<file path="src/rtl/lobinho_pkg.sv">
// Shared definitions for the PoliLobinho datapath: player count, widths,
// special codes, FSM encoding of the vote tally stage and small helpers
// that index player masks safely with an arbitrary 3-bit code.
package lobinho_pkg;

    localparam int N_JOGADORES = 5;
    localparam int W_ID        = 3;
    localparam int W_CNT       = 3;

    // Candidate code meaning "skip / nobody eliminated"
    localparam logic [W_ID-1:0] PULAR = 3'd5;

    // Player roles used elsewhere in the game datapath
    localparam logic [1:0] CLASSE_ALDEAO = 2'd0;
    localparam logic [1:0] CLASSE_LOBO   = 2'd1;
    localparam logic [1:0] CLASSE_MEDICO = 2'd2;

    typedef enum logic [1:0] {
        OCIOSO    = 2'd0,
        COLETANDO = 2'd1,
        APURANDO  = 2'd2,
        RESULTADO = 2'd3
    } estado_t;

    // Bit of a per-player mask; codes outside 0..N_JOGADORES-1 read as 0
    function automatic logic bit_jogador(input logic [N_JOGADORES-1:0] vetor,
                                         input logic [W_ID-1:0]        indice);
        logic v_bit;
        v_bit = 1'b0;
        for (int i = 0; i < N_JOGADORES; i++) begin
            if (indice == W_ID'(i)) begin
                v_bit = vetor[i];
            end
        end
        return v_bit;
    endfunction

    // A code names a living player only if it is in range and not marked dead
    function automatic logic jogador_vivo(input logic [N_JOGADORES-1:0] mortes,
                                          input logic [W_ID-1:0]        indice);
        return (indice < W_ID'(N_JOGADORES)) && !bit_jogador(mortes, indice);
    endfunction

    // One-hot mask with the bit of the given player set
    function automatic logic [N_JOGADORES-1:0] mascara_jogador(input logic [W_ID-1:0] indice);
        logic [N_JOGADORES-1:0] v_mascara;
        v_mascara = '0;
        for (int i = 0; i < N_JOGADORES; i++) begin
            if (indice == W_ID'(i)) begin
                v_mascara[i] = 1'b1;
            end
        end
        return v_mascara;
    endfunction

    // Number of living players in a dead-player mask
    function automatic logic [W_ID-1:0] contar_vivos(input logic [N_JOGADORES-1:0] mortes);
        logic [W_ID-1:0] v_total;
        v_total = '0;
        for (int i = 0; i < N_JOGADORES; i++) begin
            if (!mortes[i]) begin
                v_total = v_total + W_ID'(1);
            end
        end
        return v_total;
    endfunction

endpackage

</file>
<file path="src/rtl/scan_maximo.sv">
// Sequential argmax / tie tracker. i_start clears the running maximum and
// rewinds the index; each i_step consumes the value for o_indice and moves
// on. o_done is high during the step that consumes the last candidate
// (the skip code), so the caller can leave its scan state on that edge.
module scan_maximo
    import lobinho_pkg::*;
(
    input  logic              i_clock,
    input  logic              i_rst_n,
    input  logic              i_start,
    input  logic              i_step,
    input  logic [W_CNT-1:0]  i_valor,
    output logic [W_ID-1:0]   o_indice,
    output logic              o_done,
    output logic [W_CNT-1:0]  o_max,
    output logic [W_ID-1:0]   o_arg,
    output logic              o_empate
);

    logic [W_ID-1:0]  r_indice;
    logic [W_CNT-1:0] r_max;
    logic [W_ID-1:0]  r_arg;
    logic             r_empate;

    // Running maximum: a strictly larger tally takes over and clears the tie,
    // an equal non-zero tally marks a tie with the current leader
    always_ff @(posedge i_clock or negedge i_rst_n) begin
        if (!i_rst_n) begin
            r_indice <= '0;
            r_max    <= '0;
            r_arg    <= '0;
            r_empate <= 1'b0;
        end else if (i_start) begin
            r_indice <= '0;
            r_max    <= '0;
            r_arg    <= '0;
            r_empate <= 1'b0;
        end else if (i_step) begin
            if (i_valor > r_max) begin
                r_max    <= i_valor;
                r_arg    <= r_indice;
                r_empate <= 1'b0;
            end else if ((i_valor == r_max) && (r_max != '0)) begin
                r_empate <= 1'b1;
            end
            if (r_indice != PULAR) begin
                r_indice <= r_indice + W_ID'(1);
            end
        end
    end

    assign o_indice = r_indice;
    assign o_done   = i_step && (r_indice == PULAR);
    assign o_max    = r_max;
    assign o_arg    = r_arg;
    assign o_empate = r_empate;

endmodule

</file>
<file path="src/rtl/apuracao_votos.sv">
// Day-phase vote tally for PoliLobinho. Collects one vote per living
// player, rejects invalid ones, then scans the tallies (players 0..4 and
// the skip code 5) to choose who is eliminated.
// Optional build macro MAIORIA_ABSOLUTA_EN: a non-skip winner is only
// eliminated with more than half of the living players' votes.
module apuracao_votos
    import lobinho_pkg::*;
(
    input  logic                   clock,
    input  logic                   rst_global_n,
    input  logic                   iniciar,
    input  logic                   fechar,
    input  logic                   voto_valido,
    input  logic [W_ID-1:0]        jogador_votante,
    input  logic [W_ID-1:0]        jogador_escolhido,
    input  logic [N_JOGADORES-1:0] mortes,
    output logic                   ocupado,
    output logic                   voto_aceito,
    output logic                   voto_rejeitado,
    output logic                   resultado_valido,
    output logic [W_ID-1:0]        eliminado,
    output logic                   empate
);

    estado_t                r_estado;
    estado_t                w_proximo;
    logic [W_CNT-1:0]       r_tally [0:N_JOGADORES];
    logic [N_JOGADORES-1:0] r_votou;
    logic                   r_aceito;
    logic                   r_rejeitado;
    logic [W_ID-1:0]        r_eliminado;
    logic                   r_empate;

    logic                   w_votante_ok;
    logic                   w_escolhido_ok;
    logic                   w_fechar;
    logic                   w_limpar;
    logic                   w_aceitar;
    logic                   w_scan_start;
    logic                   w_scan_step;
    logic                   w_scan_done;
    logic [W_ID-1:0]        w_scan_indice;
    logic [W_CNT-1:0]       w_scan_valor;
    logic [W_CNT-1:0]       w_scan_max;
    logic [W_ID-1:0]        w_scan_arg;
    logic                   w_scan_empate;
    logic [W_ID-1:0]        w_res_eliminado;
    logic                   w_res_empate;

`ifdef MAIORIA_ABSOLUTA_EN
    logic [W_ID-1:0]        r_vivos;
`endif

    // A voter must be alive and not have voted yet; a candidate must be the
    // skip code or a living player. mortes is live, so a death mid-round
    // only affects votes presented after it.
    assign w_votante_ok   = jogador_vivo(mortes, jogador_votante)
                            && !bit_jogador(r_votou, jogador_votante);
    assign w_escolhido_ok = (jogador_escolhido == PULAR)
                            || jogador_vivo(mortes, jogador_escolhido);

    // The round ends on timeout or once every living player has a vote on
    // record; the mask is registered, so this fires the cycle after the last vote
    assign w_fechar = fechar || (r_votou == ~mortes);

    // FSM state register
    always_ff @(posedge clock or negedge rst_global_n) begin
        if (!rst_global_n) begin
            r_estado <= OCIOSO;
        end else begin
            r_estado <= w_proximo;
        end
    end

    // Next state plus the control strobes for the tally and the scanner
    always_comb begin
        w_proximo    = r_estado;
        w_limpar     = 1'b0;
        w_aceitar    = 1'b0;
        w_scan_start = 1'b0;
        w_scan_step  = 1'b0;
        case (r_estado)
            OCIOSO: begin
                if (iniciar) begin
                    w_limpar  = 1'b1;
                    w_proximo = COLETANDO;
                end
            end
            COLETANDO: begin
                if (iniciar) begin
                    w_limpar = 1'b1;
                end else begin
                    w_aceitar = voto_valido && w_votante_ok && w_escolhido_ok;
                    if (w_fechar) begin
                        w_scan_start = 1'b1;
                        w_proximo    = APURANDO;
                    end
                end
            end
            APURANDO: begin
                w_scan_step = 1'b1;
                if (w_scan_done) begin
                    w_proximo = RESULTADO;
                end
            end
            RESULTADO: begin
                w_proximo = OCIOSO;
            end
            default: begin
                w_proximo = OCIOSO;
            end
        endcase
    end

    // Tallies and voted-mask: cleared when a round opens, bumped per accepted vote
    always_ff @(posedge clock or negedge rst_global_n) begin
        if (!rst_global_n) begin
            for (int i = 0; i <= N_JOGADORES; i++) begin
                r_tally[i] <= '0;
            end
            r_votou <= '0;
        end else if (w_limpar) begin
            for (int i = 0; i <= N_JOGADORES; i++) begin
                r_tally[i] <= '0;
            end
            r_votou <= '0;
        end else if (w_aceitar) begin
            for (int i = 0; i <= N_JOGADORES; i++) begin
                if ((jogador_escolhido == W_ID'(i)) && (r_tally[i] < W_CNT'(N_JOGADORES))) begin
                    r_tally[i] <= r_tally[i] + W_CNT'(1);
                end
            end
            r_votou <= r_votou | mascara_jogador(jogador_votante);
        end
    end

    // Accept/reject pulses appear the cycle after the vote is presented
    always_ff @(posedge clock or negedge rst_global_n) begin
        if (!rst_global_n) begin
            r_aceito    <= 1'b0;
            r_rejeitado <= 1'b0;
        end else begin
            r_aceito    <= w_aceitar;
            r_rejeitado <= voto_valido && !w_aceitar;
        end
    end

    // Feed the scanner the tally of the candidate it is currently looking at
    always_comb begin
        w_scan_valor = '0;
        for (int i = 0; i <= N_JOGADORES; i++) begin
            if (w_scan_indice == W_ID'(i)) begin
                w_scan_valor = r_tally[i];
            end
        end
    end

    scan_maximo u_scan_maximo (
        .i_clock  (clock),
        .i_rst_n  (rst_global_n),
        .i_start  (w_scan_start),
        .i_step   (w_scan_step),
        .i_valor  (w_scan_valor),
        .o_indice (w_scan_indice),
        .o_done   (w_scan_done),
        .o_max    (w_scan_max),
        .o_arg    (w_scan_arg),
        .o_empate (w_scan_empate)
    );

`ifdef MAIORIA_ABSOLUTA_EN
    // Living-player count frozen at the moment the scan starts
    always_ff @(posedge clock or negedge rst_global_n) begin
        if (!rst_global_n) begin
            r_vivos <= '0;
        end else if (w_scan_start) begin
            r_vivos <= contar_vivos(mortes);
        end
    end
`endif

    // Final decision: a tie or an empty ballot eliminates nobody
    always_comb begin
        w_res_eliminado = w_scan_arg;
        w_res_empate    = w_scan_empate;
        if (w_scan_empate || (w_scan_max == '0)) begin
            w_res_eliminado = PULAR;
        end
`ifdef MAIORIA_ABSOLUTA_EN
        else if ((w_scan_arg != PULAR) && !({w_scan_max, 1'b0} > {1'b0, r_vivos})) begin
            w_res_eliminado = PULAR;
        end
`endif
    end

    // Hold the last published result while idle or collecting the next round
    always_ff @(posedge clock or negedge rst_global_n) begin
        if (!rst_global_n) begin
            r_eliminado <= PULAR;
            r_empate    <= 1'b0;
        end else if (r_estado == RESULTADO) begin
            r_eliminado <= w_res_eliminado;
            r_empate    <= w_res_empate;
        end
    end

    assign ocupado          = (r_estado == COLETANDO) || (r_estado == APURANDO);
    assign voto_aceito      = r_aceito;
    assign voto_rejeitado   = r_rejeitado;
    assign resultado_valido = (r_estado == RESULTADO);
    assign eliminado        = resultado_valido ? w_res_eliminado : r_eliminado;
    assign empate           = resultado_valido ? w_res_empate    : r_empate;

endmodule

</file>
<file path="config.mk">
export PLATFORM = sky130hd
export DESIGN_NAME = apuracao_votos
export DESIGN_NICKNAME = d
export VERILOG_FILES = /design/src/rtl/lobinho_pkg.sv /design/src/rtl/scan_maximo.sv /design/src/rtl/apuracao_votos.sv
export SDC_FILE = /design/constraint.sdc
export NUM_CORES = 1
export LEC_CHECK = 0
export ABC_AREA = 1
export CAP_MARGIN = 20
export CORE_MARGIN = 2
export CORE_UTILIZATION = 30
export CTS_BUF_LIST = sky130_fd_sc_hd__clkbuf_8
export CTS_CLUSTER_DIAMETER = 50
export DETAILED_ROUTE_END_ITERATION = 8
export GPL_TIMING_DRIVEN = 0
export PLACE_DENSITY = 0.55
export SYNTH_ARGS = -nofsm -noshare
export SYNTH_HDL_FRONTEND = slang
export SYNTH_SLANG_ARGS = --single-unit
</file>
<file path="constraint.sdc">
create_clock -name clock -period 5.95 [get_ports clock]
set_input_delay 1.19 -clock clock [delete_from_list [all_inputs] [get_ports clock]]
set_output_delay 1.19 -clock clock [all_outputs]
set_load 0.01 [all_outputs]
</file>
# --- After elaboration in Yosys (flattened, before gate mapping) ---
# Cells that the tools add are included.
op_classes:
  n_addsub: 7
  magnitude_cmp: 9
  n_eq_ne: 24
  muxes: 75
  bitwise: 2
  n_reduce_logical: 50
ops:
  columns: ["operator", "count"]
  rows:
  - ["$mux W3", 23]
  - ["$mux W1", 43]
  - ["$mux W18", 2]
  - ["$lt A3 B3 Y1 const B", 8]
  - ["$add A3 B1 Y3 const B", 7]
  - ["$reduce_bool A2 Y1", 10]
  - ["$eq A3 B2 Y1 const B", 6]
  - ["$reduce_and A2 Y1", 9]
  - ["$eq A3 B3 Y1 const B", 5]
  - ["$logic_and A1 B1 Y1", 14]
  - ["$logic_not A3 Y1", 4]
  - ["$mux W5", 2]
  - ["$eq A3 B1 Y1 const B", 3]
  - ["$mux W2", 4]
  - ["$pmux W2 S4", 1]
  - ["$ne A2 B2 Y1 const B", 3]
  - ["$reduce_bool A3 Y1", 2]
  - ["$eq A5 B5 Y1", 1]
  - ["$not A5 Y5", 1]
  - ["$or A5 B5 Y5", 1]
  - ["$eq A2 B2 Y1 const B", 2]
  - ["$logic_not A1 Y1", 4]
  - ["$logic_or A1 B1 Y1", 4]
  - ["$reduce_and A4 Y1", 1]
  - ["7 further kinds", 7]
word_totals:
  regBits: 41
  inputBits: 16
  output_inout_bits: 8
  word_cells: 183

# --- Logic depth before layout (Yosys ltp) ---
depth:
  word_depth: 18
  ltp_mapped: 21
  ltp_nobuf: 21

# --- By module ---
# A second synthesis with hierarchy kept.
unflattened:
  hier_cells: 345
  hier_area_um2: 2613.8
by_module_without_submodules:
  columns: ["module", "instances", "cells_per_inst", "area_per_inst_um2", "seq_area_each_um2"]
  rows:
  - ["apuracao_votos", 1, 275, 2028.2, 778.2]
  - ["scan_maximo", 1, 70, 585.6, 250.2]

# --- Worst setup path before layout ---
# OpenSTA, ideal clock, no wires.
synth_path:
  kind: "reg-to-output"
  from: "register r_estado[0]"
  to: "output port eliminado[1]"
  arrival_time_ns: 1.231
  required_ns: 4.760
  setup_slack_ns: 3.529
  path_stages_with_launch: 6
  path_buffers: 0
  path_cell_list: "dfrtp_1 > ha_1 > inv_1 > nor2_1 > nand2_1 > o21ai_0"
synth_between:
  elab_chain_len: 2
synth_lines:
  columns: ["item", "line_no", "source"]
  rows:
  - ["start: declaration", "apuracao_votos.sv:25", "estado_t r_estado;"]
  - ["start signal: assignment", "apuracao_votos.sv:71", "r_estado <= w_proximo;"]
  - ["$eq A2 B2 Y1", "apuracao_votos.sv:210", "assign resultado_valido = (r_estado == RESULTADO);"]
  - ["net resultado_valido", "apuracao_votos.sv:20", "output logic resultado_valido,"]
  - ["$mux W3", null, null]
  - ["end: declaration", "apuracao_votos.sv:21", "output logic [W_ID-1:0] eliminado,"]
# The timed path passes the listed nets, and every way through them passes these cells.

# --- Worst setup path after layout ---
layout_path:
  from: "register r_estado[0]"
  to: "output port eliminado[1]"
layout_between:
  elab_chain_len: 2
layout_lines:
  columns: ["item", "line_no"]
  rows:
  - ["$eq A2 B2 Y1", "apuracao_votos.sv:210"]
  - ["$mux W3", null]
# Every way passes these cells.

==> reports/metrics.yaml <==
status:
  outcome: "completed"
synthesis:
  netlist_instances: 381
  synthFlopType: "dfrtp_1"
  syn-mean-instance-area_um2: 7.36
  synth_top_area_cell: "dfrtp_1"
  synthTopCellsByCount: "nand2_1 (80), nand3_1 (60), inv_1 (43)"
  yosysTopAreaCellShare_pct: 34.8
  synth_most_common_cell: "nand2_1"
  synth_cell_types: 35
  synth-async-reset-ratio_pct: 100
  synth.area.top_cells: "dfrtp_1 (35%), nand2_1 (11%), nand3_1 (11%)"
  yosysWarnings: 0
  seq_area_frac_synth_pct: 36.7
  synth_seq_cells: 41
  synth_nets: 415
  netlist_area_um2: 2800
  synth_edf_count: 0
detailed_routing:
  drtIter0Drc: 132
  via_per_inst: 4.81
  ant_nets: 0
  vias: 2516
  firstDrtPassIters: 4
  drcViolationCount: 0
  wirelength_mm: 6.88
  wl_per_cell_um: 13.2
die:
  core_um2: 9150
  die_h_um: 101
  initial_core_util_pct: 30.6
  pin_count: 24
  core.rowCount: 35
  fp.dieW_um: 101
  fp.dieArea_um2: 10100
power:
  power_density_nw_per_um2: 426
  p_clk_share_pct: 19.5
  irDropWorstVdd_mv: 0.219
  p_leak_nw: 1.68
  p_sw_mw: 0.610
  seqPwrFrac_pct: 29.7
  switching_share_pct: 43.3
  combPwrFrac_pct: 50.9
  p_int_mw: 0.799
global_routing:
  grt_pass1_vias: 2536
  grt_pass1_wl_mm: 12.3
  grtUsageTotal_pct: 15.1
  grt_overflow: 0
  antenna_found_initial: 0
  grt_max_degree: 25
cells_and_area:
  design_area_um2: 3310
  finish.net_count: 445
  drive_above_1_share_pct: 11.4
  area_delta_synth_final_pct: 18.1
  postLayoutCoreUtil_pct: 36.2
  diodes: 0
cts:
  clockRootBuffer: "clkbuf_8"
  clk_latency_ns: 0.30
  clockBufferDepth: 2
  htree_levels: 2
  clkSinkCount: 41
  cts_setup_buffers: 0
  hold_buffers: 0
  cts_tree: "done"
  cts_resized: 0
  clk_pin_slew_ns: 0.09
  cts_buffers: 5
setup_path:
  cp.required_ns: 4.76
  endpoint_kind: "primary output"
  worst_setup_path_start_kind: "flip-flop"
  arrival_ns: 2.04
  crit_type: "flip-flop to primary output"
  crit_fanout: 5
timing:
  setup_tns_ns: 0
  setup_viol: 0
  rsz0062_at_grt: "false"
  fin_hold_ws_ns: 0.508
  layout_min_cycle_time_ns: 3.23
  max_freq_ghz: 0.309
  fin_crit_sh_pct: 54.3
  worst_pin_slew_ns: 0.575
  finClkSkew_ns: 0.00493
  hold_viol_final: 0
  maxSlewHeadroom_pct: 61.7
  slew_violations: 0
run:
  drv_cap: 0
worst_hold_path:
  hold_path.class: "flip-flop to flip-flop"
place:
  hpwl_mm: 5.27
  placed_area_um2: 3180
  numPortBuffers: 22
  gp_congestion: 0.810
-- power groups by stage --
stage	clock network, mW	registers [mW]	logic [mW]
2_1_floorplan	0	0.406	0.522
3_3_place_gp	0	0.422	0.710
3_5_place_dp	0	0.423	0.721
4_1_cts	0.281	0.418	0.725
5_1_grt	0.293	0.429	0.832
6_report	0.274	0.418	0.717
-- flip-flops by register name, indices dropped and copies added, names as in the netlist, 2 cells and up --
register and flops:
u_scan_maximo.o_indice 3, r_votou 5, r_eliminado 3, u_scan_maximo.o_max 3
r_estado 2, r_tally 18, u_scan_maximo.o_arg 3
-- cell usage in the layout, fill, tap and decap left out, drive strengths merged, types with 6 or more instances in the layout --
master         instances
clkbuf                10
nand3                 66
buf                    6
dfrtp                 39
a21oi                  8
nand4                  9
xnor2                  6
ha                    18
clkdlybuf4s50         21
inv                   52
nor2                  40
o21ai                 23
nand2                 84
-- cell families (layout without fill, tap and decap cells) --
family          Yosys count  count (layout)  share of synthesized area, %
mux                       1               1                         0.402
fa+ha+maj                18              18                          8.03
buf+inv                  62              93                          8.92
flops                    41              41                          36.7
simple gates            212             212                          35.4
compound gates           41              41                          8.70
xor+xnor                  6               6                          1.87
-- area by class of cell --
| cell class | instances | area, um2 |
|---|---|---|
| Buffer | 9 | 51.3 |
| Clock buffer | 5 | 68.8 |
| Clock inverter | 3 | 65.1 |
| Fill cell | 963 | 5840 |
| Inverter | 53 | 199 |
| Multi-Input combinational cell | 278 | 1530 |
| Sequential cell | 41 | 1030 |
| Tap cell | 111 | 139 |
| Timing Repair Buffer | 23 | 235 |
-- metal layers --
layer	track usage [%]	share of wire [%]	wire [um]
met1	20.3	47	3230
met2	24.5	46	3180
met3	2.91	5.0	342
met4	4.95	1.8	123
met5	0	0	0
-- worst paths after layout --
check	from	end	slack (ns)	depth (start not counted)
worst max-delay path	r_estado[0]	eliminado[1]	2.72	6
worst min-delay path	r_eliminado[1]	r_eliminado[1]	0.51	2
worst max register to register	u_scan_maximo.o_indice[0]	u_scan_maximo.o_max[0]	3.28	17
worst min register to register	r_eliminado[1]	r_eliminado[1]	0.51	2
max in group asynchronous	rst_global_n	r_eliminado[2]	4.56	2
min in group asynchronous	rst_global_n	r_votou[2]	0.83	1
-- worst max-delay path, stage by stage, from the launching register on --
cell             delay (ns)
dfrtp_1                0.41
ha_1                   0.26
inv_1                  0.08
nor2_1                 0.12
nand2_1                0.10
o21ai_0                0.20
clkdlybuf4s50_1        0.57
-- through the flow --
step                      setup WS [ns]  std cells  total power, mW
after global routing               2.44        523             1.55
after detailed placement           2.97        515             1.14
after floorplan                    3.53        381            0.928
after CTS                          2.68        523             1.42
final                              2.72        523             1.41
after global placement             2.46        514             1.13
Power figures use the tool's default switching activity.
